$ cat src/rtl/prog_loader.sv
// Streams a length/data/checksum frame into the CPU's external load port.
// The CPU stays in reset until a frame lands with a matching checksum.
module prog_loader #(
  parameter int unsigned AW      = 5,
  parameter int unsigned DW      = 8,
  parameter int unsigned DEPTH   = 32,
  parameter int unsigned TIMEOUT = 65535
) (
  input  logic          clk,
  input  logic          rst,
  input  logic          start,
  input  logic          in_valid,
  input  logic [DW-1:0] in_data,
  output logic          in_ready,
  output logic          ewr,
  output logic [AW-1:0] ead,
  output logic [DW-1:0] edat,
  output logic          cpu_rst,
  output logic          busy,
  output logic          done,
  output logic          err
);

  localparam int unsigned CW = $clog2(DEPTH + 1);
  localparam int unsigned TW = (TIMEOUT == 0) ? 1 : $clog2(TIMEOUT + 1);
  localparam logic [TW-1:0] TO_L = TW'(TIMEOUT);

  typedef enum logic [2:0] {
    S_IDLE, S_LEN, S_DATA, S_WR, S_CSUM, S_DONE, S_ERR
  } state_e;

  state_e        state_q, state_d;
  logic [AW-1:0] addr_q, addr_d;
  logic [CW-1:0] cnt_q, cnt_d;
  logic [DW-1:0] sum_q, sum_d;
  logic [TW-1:0] timer_q, timer_d;
  logic          in_ready_q, in_ready_d;
  logic          ewr_q, ewr_d;
  logic [AW-1:0] ead_q, ead_d;
  logic [DW-1:0] edat_q, edat_d;
  logic          cpu_rst_q, cpu_rst_d;
  logic          busy_q, busy_d;
  logic          done_q, done_d;
  logic          err_q, err_d;

  logic          hs, waiting, to_err, to_done;
  logic [TW-1:0] timer_inc;

  assign hs        = in_valid & in_ready_q;
  assign waiting   = (state_q == S_LEN) || (state_q == S_DATA) || (state_q == S_CSUM);
  assign timer_inc = timer_q + 1'b1;

  always_comb begin
    state_d    = state_q;
    addr_d     = addr_q;
    cnt_d      = cnt_q;
    sum_d      = sum_q;
    timer_d    = timer_q;
    in_ready_d = in_ready_q;
    ewr_d      = 1'b0;
    ead_d      = ead_q;
    edat_d     = edat_q;
    cpu_rst_d  = cpu_rst_q;
    busy_d     = busy_q;
    done_d     = done_q;
    err_d      = err_q;
    to_err     = 1'b0;
    to_done    = 1'b0;

    case (state_q)
      S_IDLE, S_DONE, S_ERR: begin
        if (start) begin
          state_d    = S_LEN;
          done_d     = 1'b0;
          err_d      = 1'b0;
          addr_d     = '0;
          sum_d      = '0;
          timer_d    = '0;
          busy_d     = 1'b1;
          cpu_rst_d  = 1'b0;
          in_ready_d = 1'b1;
        end
      end
      S_LEN: begin
        if (hs) begin
          if (in_data == '0 || 32'(in_data) > 32'(DEPTH)) begin
            to_err = 1'b1;
          end else begin
            cnt_d   = CW'(in_data);
            state_d = S_DATA;
          end
        end
      end
      S_DATA: begin
        if (hs) begin
          sum_d      = sum_q + in_data;
          ewr_d      = 1'b1;
          ead_d      = addr_q;
          edat_d     = in_data;
          in_ready_d = 1'b0;
          state_d    = S_WR;
        end
      end
      S_WR: begin
        cnt_d      = cnt_q - 1'b1;
        in_ready_d = 1'b1;
        // Skip the increment after the last byte so addr stays in range.
        if (cnt_q == CW'(1)) begin
          state_d = S_CSUM;
        end else begin
          addr_d  = addr_q + 1'b1;
          state_d = S_DATA;
        end
      end
      S_CSUM: begin
        if (hs) begin
          if (in_data == sum_q) to_done = 1'b1;
          else                  to_err  = 1'b1;
        end
      end
      default: state_d = S_IDLE;
    endcase

    // Idle timer only runs while waiting on the source; WR is excluded.
    if (waiting) begin
      if (hs) begin
        timer_d = '0;
      end else if (TIMEOUT != 0) begin
        timer_d = timer_inc;
        if (timer_inc == TO_L) to_err = 1'b1;
      end
    end

    if (to_done) begin
      state_d    = S_DONE;
      in_ready_d = 1'b0;
      busy_d     = 1'b0;
      done_d     = 1'b1;
      cpu_rst_d  = 1'b1;
    end else if (to_err) begin
      state_d    = S_ERR;
      in_ready_d = 1'b0;
      busy_d     = 1'b0;
      err_d      = 1'b1;
      cpu_rst_d  = 1'b0;
    end
  end

  always_ff @(posedge clk) begin
    if (!rst) begin
      state_q    <= S_IDLE;
      addr_q     <= '0;
      cnt_q      <= '0;
      sum_q      <= '0;
      timer_q    <= '0;
      in_ready_q <= 1'b0;
      ewr_q      <= 1'b0;
      ead_q      <= '0;
      edat_q     <= '0;
      cpu_rst_q  <= 1'b0;
      busy_q     <= 1'b0;
      done_q     <= 1'b0;
      err_q      <= 1'b0;
    end else begin
      state_q    <= state_d;
      addr_q     <= addr_d;
      cnt_q      <= cnt_d;
      sum_q      <= sum_d;
      timer_q    <= timer_d;
      in_ready_q <= in_ready_d;
      ewr_q      <= ewr_d;
      ead_q      <= ead_d;
      edat_q     <= edat_d;
      cpu_rst_q  <= cpu_rst_d;
      busy_q     <= busy_d;
      done_q     <= done_d;
      err_q      <= err_d;
    end
  end

  assign in_ready = in_ready_q;
  assign ewr      = ewr_q;
  assign ead      = ead_q;
  assign edat     = edat_q;
  assign cpu_rst  = cpu_rst_q;
  assign busy     = busy_q;
  assign done     = done_q;
  assign err      = err_q;

endmodule

$ cat config.mk
export PLATFORM = sky130hd
export DESIGN_NAME = prog_loader
export DESIGN_NICKNAME = d
export VERILOG_FILES = /design/src/rtl/prog_loader.sv
export SDC_FILE = /design/constraint.sdc
export NUM_CORES = 1
export LEC_CHECK = 0
export ABC_CLOCK_PERIOD_IN_PS = 1870
export BUFFER_PORTS_ARGS = -buffer_cell sky130_fd_sc_hd__buf_2
export CORE_ASPECT_RATIO = 0.7
export CORE_MARGIN = 8
export CORE_UTILIZATION = 53
export CTS_CLUSTER_DIAMETER = 40
export DETAILED_ROUTE_END_ITERATION = 8
export PLACE_DENSITY = 0.76
export SLEW_MARGIN = 20
export SYNTH_ARGS = -nofsm -noshare
export SYNTH_HDL_FRONTEND = slang
export SYNTH_SLANG_ARGS = --single-unit
$ cat constraint.sdc
create_clock -name clk -period 1.87 [get_ports clk]
set_input_delay 0.4675 -clock clk [delete_from_list [all_inputs] [get_ports clk]]
set_output_delay 0.4675 -clock clk [all_outputs]
set_load 0.005 [all_outputs]
## Word level (Yosys, flattened, before mapping)

Cells that the tools add are included.

- Order comparisons: 1
- Bitwise logic cells: 2
- $add $sub $neg: 4
- Eq/ne operators: 24
- Multiplexer cells: 45
- Reduce and logical (&&, ||, !) cells: 30

Operators with widths:

| kind | count |
|---|---|
| 2-to-1 mux 16 bit | 4 |
| 2-to-1 mux 1 bit | 22 |
| 2-to-1 mux 3 bit | 7 |
| adder 16 x 1 -> 16 bit (second input constant) | 1 |
| == test 16 bit (second input constant) | 1 |
| 2-to-1 mux 8 bit | 2 |
| != test 4 bit (second input constant) | 4 |
| one-hot mux 8 bit (2 select lines) | 1 |
| != test 3 bit (second input constant) | 5 |
| one-hot mux 3 bit (5 select lines) | 1 |
| nonzero test 2 bit | 7 |
| 2-to-1 mux 6 bit | 2 |
| != test 2 bit (second input constant) | 6 |
| one-hot mux 6 bit (2 select lines) | 1 |
| AND reduction 2 bit | 6 |
| AND reduction 3 bit | 4 |
| 2-to-1 mux 5 bit | 2 |
| one-hot mux 5 bit (2 select lines) | 1 |
| AND reduction 5 bit | 2 |
| == test 3 bit (second input constant) | 3 |
| nonzero test 3 bit | 3 |
| adder 8 bit | 1 |
| == test 8 bit | 1 |
| greater-than comparator 8 x 6 -> 1 bit (second input constant) | 1 |
| other kinds (14) | 18 |

- Bits in registers: 57
- Output and inout port bits: 19
- Input port bits: 12

## Depth between registers and ports, before layout

Gate-level depths: netlist of the first run.

- Depth after elaboration: 10
- Mapped depth: 9
- Gate-level depth less buffers: 7

## Least setup slack after synthesis of the first run

No wires, ideal clock.

- Path kind: input to register
- From: input port in_data[4]
- To: register err_q, in the netlist err
- Library setup time: 0.058 ns
- Slack: -0.146 ns
- Buffers on the path: 0
- Cell stages on the path: 7
- Data arrival time: 1.958 ns
- Cell sequence: ha_1 -> nor4_1 -> and4_1 -> or3b_1 -> o32a_2 -> o21ai_2 -> o21a_1

- Cells in the longest elaborated chain, start to end: 10
- Elaborated cells between the ends (all ways): 17
- Classes of those cells: 1 x order compare; 1 x eq/ne; 13 x mux; 2 x reduce/logical

RTL lines:

| element | line | RTL |
|---|---|---|
| start: declaration | 13 | `input logic [DW-1:0] in_data,` |
| greater-than comparator 8 x 6 -> 1 bit or logical NOT 8 bit (tied branches) | 86 | `if (in_data == '0 \|\| 32'(in_data) > 32'(DEPTH)) begin` |
| logical OR 1 bit | 86 |  |
| 2-to-1 mux 1 bit | 86 |  |
| 2-to-1 mux 1 bit | 85 | `if (hs) begin` |
| one-hot mux 1 bit (2 select lines) | 70 | `case (state_q)` |
| 2-to-1 mux 1 bit | 130 | `if (timer_inc == TO_L) to_err = 1'b1;` |
| 2-to-1 mux 1 bit | 126 | `if (hs) begin` |
| 2-to-1 mux 1 bit | 125 | `if (waiting) begin` |
| 2-to-1 mux 1 bit | 140 | `end else if (to_err) begin` |
| 2-to-1 mux 1 bit * | 134 | `if (to_done) begin` |
| end signal: assignment | 177 | `err_q <= err_d;` |
| end: declaration | 44 | `logic err_q, err_d;` |

Mark *: on every way between the ends. The rest lies on a longest branch, timed or not.
A chain may end at the register's enable or synchronous reset.

## Worst setup path in the final report of the first run

- From: register sum_q[6]
- To: register state_q[2]

- Cells in the longest elaborated chain, start to end: 9
- Elaborated cells between the ends (all ways): 18
- Classes of those cells: 6 x eq/ne; 11 x mux; 1 x reduce/logical

RTL lines:

| element | line | RTL |
|---|---|---|
| start: declaration | 35 | `logic [DW-1:0] sum_q, sum_d;` |
| start signal: assignment | 168 | `sum_q <= sum_d;` |
| == test 8 bit * | 117 | `if (in_data == sum_q) to_done = 1'b1;` |
| 2-to-1 mux 1 bit | 117 |  |
| 2-to-1 mux 1 bit | 116 | `if (hs) begin` |
| one-hot mux 1 bit (2 select lines) | 70 |  |
| 2-to-1 mux 1 bit | 130 |  |
| 2-to-1 mux 1 bit | 126 |  |
| 2-to-1 mux 1 bit | 125 |  |
| != test 4 bit (no line) (tied with other cells) | n/a |  |
| AND reduction 5 bit (no line) or 2-to-1 mux 3 bit (tied branches) | n/a |  |
| end signal: assignment | 165 | `state_q <= state_d;` |
| end: declaration | 32 | `state_e state_q, state_d;` |

Marks and branches as above.

==> reports/metrics.cfg, run 1 <==
[route]
via_count = 3278
drt-total-wl_um = 8440
drc = 0
vias_per_cell = 5.90
antenna_left = 0
wl_per_cell_um = 15.2
drt_first_pass_iters = 4
dr.first_iter.drc_count = 224

[worst_setup_path]
r2r_slack_ns = -0.05
cp-end-kind = register
worstSetupPathType = register to register
worst_r2r_path_depth = 7
critPathMaxFanout = 6
r2r-end = state_q[2]
crit_arrival_ns = 2.21
regToRegStartpoint = sum_q[6]
cp-start-kind = register
cp.required_ns = 2.16

[logic_synthesis]
synthArstFlopShare_pct = 0
ys_types = 64
synth.largest_area_cell = dfxtp_1
yosysWarnings = 0
synth_top_area_share_pct = 35.5
avgSynthCellArea_um2 = 7.84
synth_seq_area_share_pct = 35.5
synth_enable_flop_cells = 0
synthFlopType = dfxtp_1
synth.area.top_cells = dfxtp_1, a21oi_1, nand2_1
ys_seq_elements = 57
yosys-top-cells-count = dfxtp_1, nand2_1, a21oi_1
netlist_area_um2 = 3220
yosys.cell_count.top_type = dfxtp_1
synthCells = 410
syn_nets = 435

[run_status]
violations = setup timing
status = finished, violations left

[floorplanning]
dieWidth_um = 109
core-area_um2 = 5780
die-height_um = 81.2
die_area_um2 = 8860
rows = 23
start_util_pct = 55.6
ioPinCount = 31

[cts]
cts_buffers = 9
htreeDepth = 3
cts_root_buffer = clkbuf_8
cts_tree = done
cts.clk_slew.worst_paths_ns = 0.06
cts_sinks = 57
worstSkewPairLatency_ns = 0.35
cts_buffer_depth = 2

[final_layout]
fin_area_um2 = 4070
diodes = 0
drive_above_1_share_pct = 27.7
post-route-util_pct = 70.4
final_cells = 556
fin_nets = 501
syn_to_final_growth_pct = 26.6

[sta]
finalSetupViolations = 8
rsz0062_at_grt = yes
layout_setup_ws_ns = -0.0549
drv_slew = 0
slew_headroom_pct = 68.9
post-route-period-util_pct = 103
final.min_clock_period_ns = 1.92
hold_viol = 0
tightestPinTransition_ns = 0.467
fmax_mhz = 520
skew_ns = 0.00827

[place]
place_inst = 533
gp_congestion = 0.905
placed_cell_area_um2 = 3810
portBuffers = 30
dpl.hpwl_um = 6040

[hold_path]
holdPathStages = 2
min_to = err
hp-class = input pin to register
worstHoldStart = rst

[power_and_ir_drop]
p_leak_nw = 1.60
power_density_nw_per_um2 = 646
ir_drop_v = 0.000536

[global_routing]
grt_overflow_total = 0
grt_pass1_vias = 2897
grt_max_degree = 32
grt.total_usage_pct = 19.6
antenna_found_initial = 0
grt_pass1_wl_um = 13900

[run]
cap_violations = 0

sequential cells by signal, indices dropped and copies added (netlist names):
name / flops
addr_q: 5
busy: 1
cnt_q: 6
cpu_rst: 1
done: 1
ead: 5
edat: 8
err: 1
ewr: 1
in_ready: 1
state_q: 3
sum_q: 8
timer_q: 16
cells in the final DEF, fill, tap and decap left out, types with 6 or more instances in the layout:
cell type	synthesis	final
inv_1	13	13
nor3_1	13	11
dfxtp_2	0	8
nand2b_1	6	6
ha_4	0	7
nand3_1	12	12
xnor2_1	7	7
clkbuf_8	0	10
dfxtp_1	57	49
a22oi_1	8	8
o21ai_0	23	23
buf_2	8	30
a21oi_1	45	44
nor2_1	44	43
buf_4	0	49
nand2_1	53	53
how the worst max path moves through the flow:
stage | end | slack (ns) | from
after global routing | state_q[2] | -0.1 | sum_q[3]
after global placement | cnt_q[3] | -0.33 | in_data[1]
after floorplan | cnt_q[3] | -0.11 | in_data[1]
final | state_q[2] | -0.05 | sum_q[6]
after CTS | state_q[2] | -0.01 | sum_q[6]
after detailed placement | cnt_q[3] | -0.35 | in_data[1]
report_power, final:
part	switching [W]	internal (W)
Clock	0.000515	0.000511
Combinational	0.000204	0.000157
Sequential	0.0000147	0.00123
logic make-up (layout without fill, tap and decap cells):
logic type      after synthesis  count (layout)  synth area share [%]
simple gates                168             168                  26.1
compound gates              120             120                  24.4
flops                        57              57                  35.5
buf+inv                      39             110                  5.14
fa+ha+maj                    13              13                  5.29
xor+xnor                     12              12                  3.27
mux                           1               1                 0.350
critical path, stage by stage, from the launching register on:
cell,delay [ns]
dfxtp_2,0.33
ha_4,0.27
nor4b_1,0.04
and4_1,0.23
or3b_1,0.37
o32a_4,0.34
o21ai_4,0.11
o21a_1,0.17
metrics by stage:
step                      TNS (ns)  hold WS (ns)  setup WS [ns]  total power [W]
final                       -0.193         0.420        -0.0549          0.00263
after global routing        -0.603         0.424        -0.0966          0.00274
after CTS                  -0.0163         0.416       -0.00971          0.00263
after detailed placement     -4.12         0.444         -0.346          0.00161
after global placement       -3.79         0.439         -0.327          0.00161
after floorplan             -0.483         0.436         -0.105          0.00147
per-layer routing:
metal / share of wire, % / global-route usage (%)
met2: 42 / 28.6
met3: 8.9 / 6.32
met4: 0.94 / 5.31
met1: 48 / 27.1
met5: 0 / 0
what timing repair did:
action	CTS	global route
endpoints found under the setup margin	7	18
gates resized for setup	4	13
setup buffers	1	6
hold buffers	0	0
gates cloned	0	0
pin swaps	4	14
area by class of cell:
type | count | area [um2]
Multi-Input combinational cell | 314 | 2060
Fill cell | 449 | 1710
Tap cell | 75 | 93.8
Sequential cell | 57 | 1150
Clock inverter | 5 | 31.3
Clock buffer | 11 | 141
Timing Repair Buffer | 81 | 549
Inverter | 13 | 48.8
Power figures use the tool's default switching activity.
==> run 2: changes to the inputs <==
- ABC_CLOCK_PERIOD_IN_PS: 1870 -> 2400
- CORE_UTILIZATION: 53 -> 55
- clock period: 1.87 -> 2.4 ns (I/O delays scaled with it)
==> run 2 against run 1 <==
Sequential share of layout area grew 2.7 points. Clock-buffer cell count is the same. Sequential power shrank 21%. Worst setup slack improved by 0.28 ns. Highest routed layer unchanged. Global-route usage fell by 0.14 points. The flow now finishes without violations. Largest power group is now clock. Clock skew increased by 0.00058 ns.
==> reports/metrics.cfg, run 2 (synthesized netlist as in run 1, its figures left out) <==
[final_layout]
diodes = 0
regMostFlops = timer_q
fin_area_um2 = 3680
final_common_cell = dfxtp_1
largest_register_ffs = 16
drive_above_1_share_pct = 16.6
final_cell_mix = dfxtp_1, nand2_1, a21oi_1
fin_nets = 465
final_cells = 520
syn_to_final_growth_pct = 14.5

[sta]
hold_viol = 0
finalSetupViolations = 0
final.min_clock_period_ns = 2.18
fmax_mhz = 459
holdWs_ns = 0.453
drv_slew = 0
rsz0062_at_grt = no
post-route-period-util_pct = 90.8
skew_ns = 0.00885
slew_headroom_pct = 56.5
tightestPinTransition_ns = 0.651

[floorplanning]
rows = 23
core-area_um2 = 5700
ioPinCount = 31
start_util_pct = 56.4
die_area_um2 = 8590
dieWidth_um = 107
die-height_um = 80.0

[power_and_ir_drop]
switching_power_w = 0.000541
combPwrFrac_pct = 10.0
power_frac_seq_pct = 44.6
power_density_nw_per_um2 = 594
p_leak_nw = 1.43
ir_drop_v = 0.000397
p_int_w = 0.00165
p_clk_share_pct = 45.4
switching_share_pct = 24.7

[worst_setup_path]
r2r-end = err
crit_arrival_ns = 2.47
cp.required_ns = 2.69
r2r_slack_ns = 0.22
worstSetupPathType = register to register
cp-start-kind = register
critPathMaxFanout = 18
worst_r2r_path_depth = 6
cp-end-kind = register
regToRegStartpoint = state_q[1]

[route]
antenna_left = 0
drt-total-wl_um = 8130
via_count = 3076
drt_first_pass_iters = 5
dr.first_iter.drc_count = 301
drc = 0
vias_per_cell = 5.92
wl_per_cell_um = 15.6

[cts]
cts.clk_slew.worst_paths_ns = 0.07
cts_sinks = 57
cts_tree = done
htreeDepth = 3
worstSkewPairLatency_ns = 0.34
post_cts_buffers = 0
cts_buffers = 9
holdBufCountCts = 0
cts_resized = 0
cts_root_buffer = clkbuf_8
cts_buffer_depth = 2

[global_routing]
antenna_found_initial = 0
grt_max_degree = 29
grt_pass1_wl_um = 13400
grt_pass1_vias = 2739
grt_overflow_total = 0
grt.total_usage_pct = 19.5

[place]
place_inst = 504
dpl.hpwl_um = 5780
portBuffers = 30
placed_cell_area_um2 = 3460
gp_congestion = 0.918

[hold_path]
hp-class = register to register
min_to = edat[0]
holdPathStages = 2
worstHoldStart = edat[0]

[run]
cap_violations = 0

[run_status]
status = finished clean

run 2: changes by cell type in the layout (fill, tap and decap cells not counted), moves of 2 or more:
cell       before  now
ha_4            7    0
bufinv_16       0    2
dfxtp_2         8    0
buf_4          49   15
ha_1            4   12
dfxtp_1        49   57
run 2: power by group through the flow:
| stage | logic (W) | registers (W) | clock network, W |
|---|---|---|---|
| floorplan | 0.000153 | 0.000985 | 0 |
| global placement | 0.000209 | 0.000997 | 0 |
| detailed placement | 0.000214 | 0.000997 | 0 |
| CTS | 0.000215 | 0.000976 | 0.00101 |
| global route | 0.000241 | 0.000979 | 0.00107 |
| finish | 0.000218 | 0.000977 | 0.000993 |
run 2: cell type report:
class,instances,area (um2)
clock buffers,11,141
inverters,13,48.8
repair buffers,45,263
clock inverters,5,78.8
flip-flops and latches,57,1140
multi-input cells,314,1910
fillers,504,2020
well taps,75,93.8
run 2: metrics by stage:
stage / power [W] / setup slack, ns / utilization, % / setup TNS, ns
5_1_grt: 0.00229 / 0.0908 / 64.6 / 0
6_report: 0.00219 / 0.221 / 64.6 / 0
3_3_place_gp: 0.00121 / 0.0530 / 60.7 / 0
4_1_cts: 0.00220 / 0.248 / 64.6 / 0
2_1_floorplan: 0.00114 / 0.251 / - / 0
3_5_place_dp: 0.00121 / -0.0668 / 60.7 / -0.0839
run 2: worst max-delay path by stage:
stage / from / to / depth (start not counted)
2_1_floorplan: in_data[4] / err / 7
3_3_place_gp: in_data[1] / sum_q[7] / 8
3_5_place_dp: in_data[1] / sum_q[7] / 8
4_1_cts: state_q[1] / err / 6
5_1_grt: state_q[1] / timer_q[14] / 5
6_report: state_q[1] / err / 6
run 2: metal layers:
| layer | GRT usage, % | share of wire (%) |
|---|---|---|
| met1 | 26.3 | 48 |
| met2 | 27.8 | 41 |
| met4 | 7.59 | 1.4 |
| met5 | 0 | 0 |
| met3 | 6.45 | 10 |
run 2: worst max-delay path, cell delays in order (launching register included):
cell and delay (ns):
dfxtp_1 0.74, nor4b_1 0.13, and4_1 0.25, or3b_1 0.35
o32a_2 0.35, o21ai_2 0.14, o21a_1 0.17
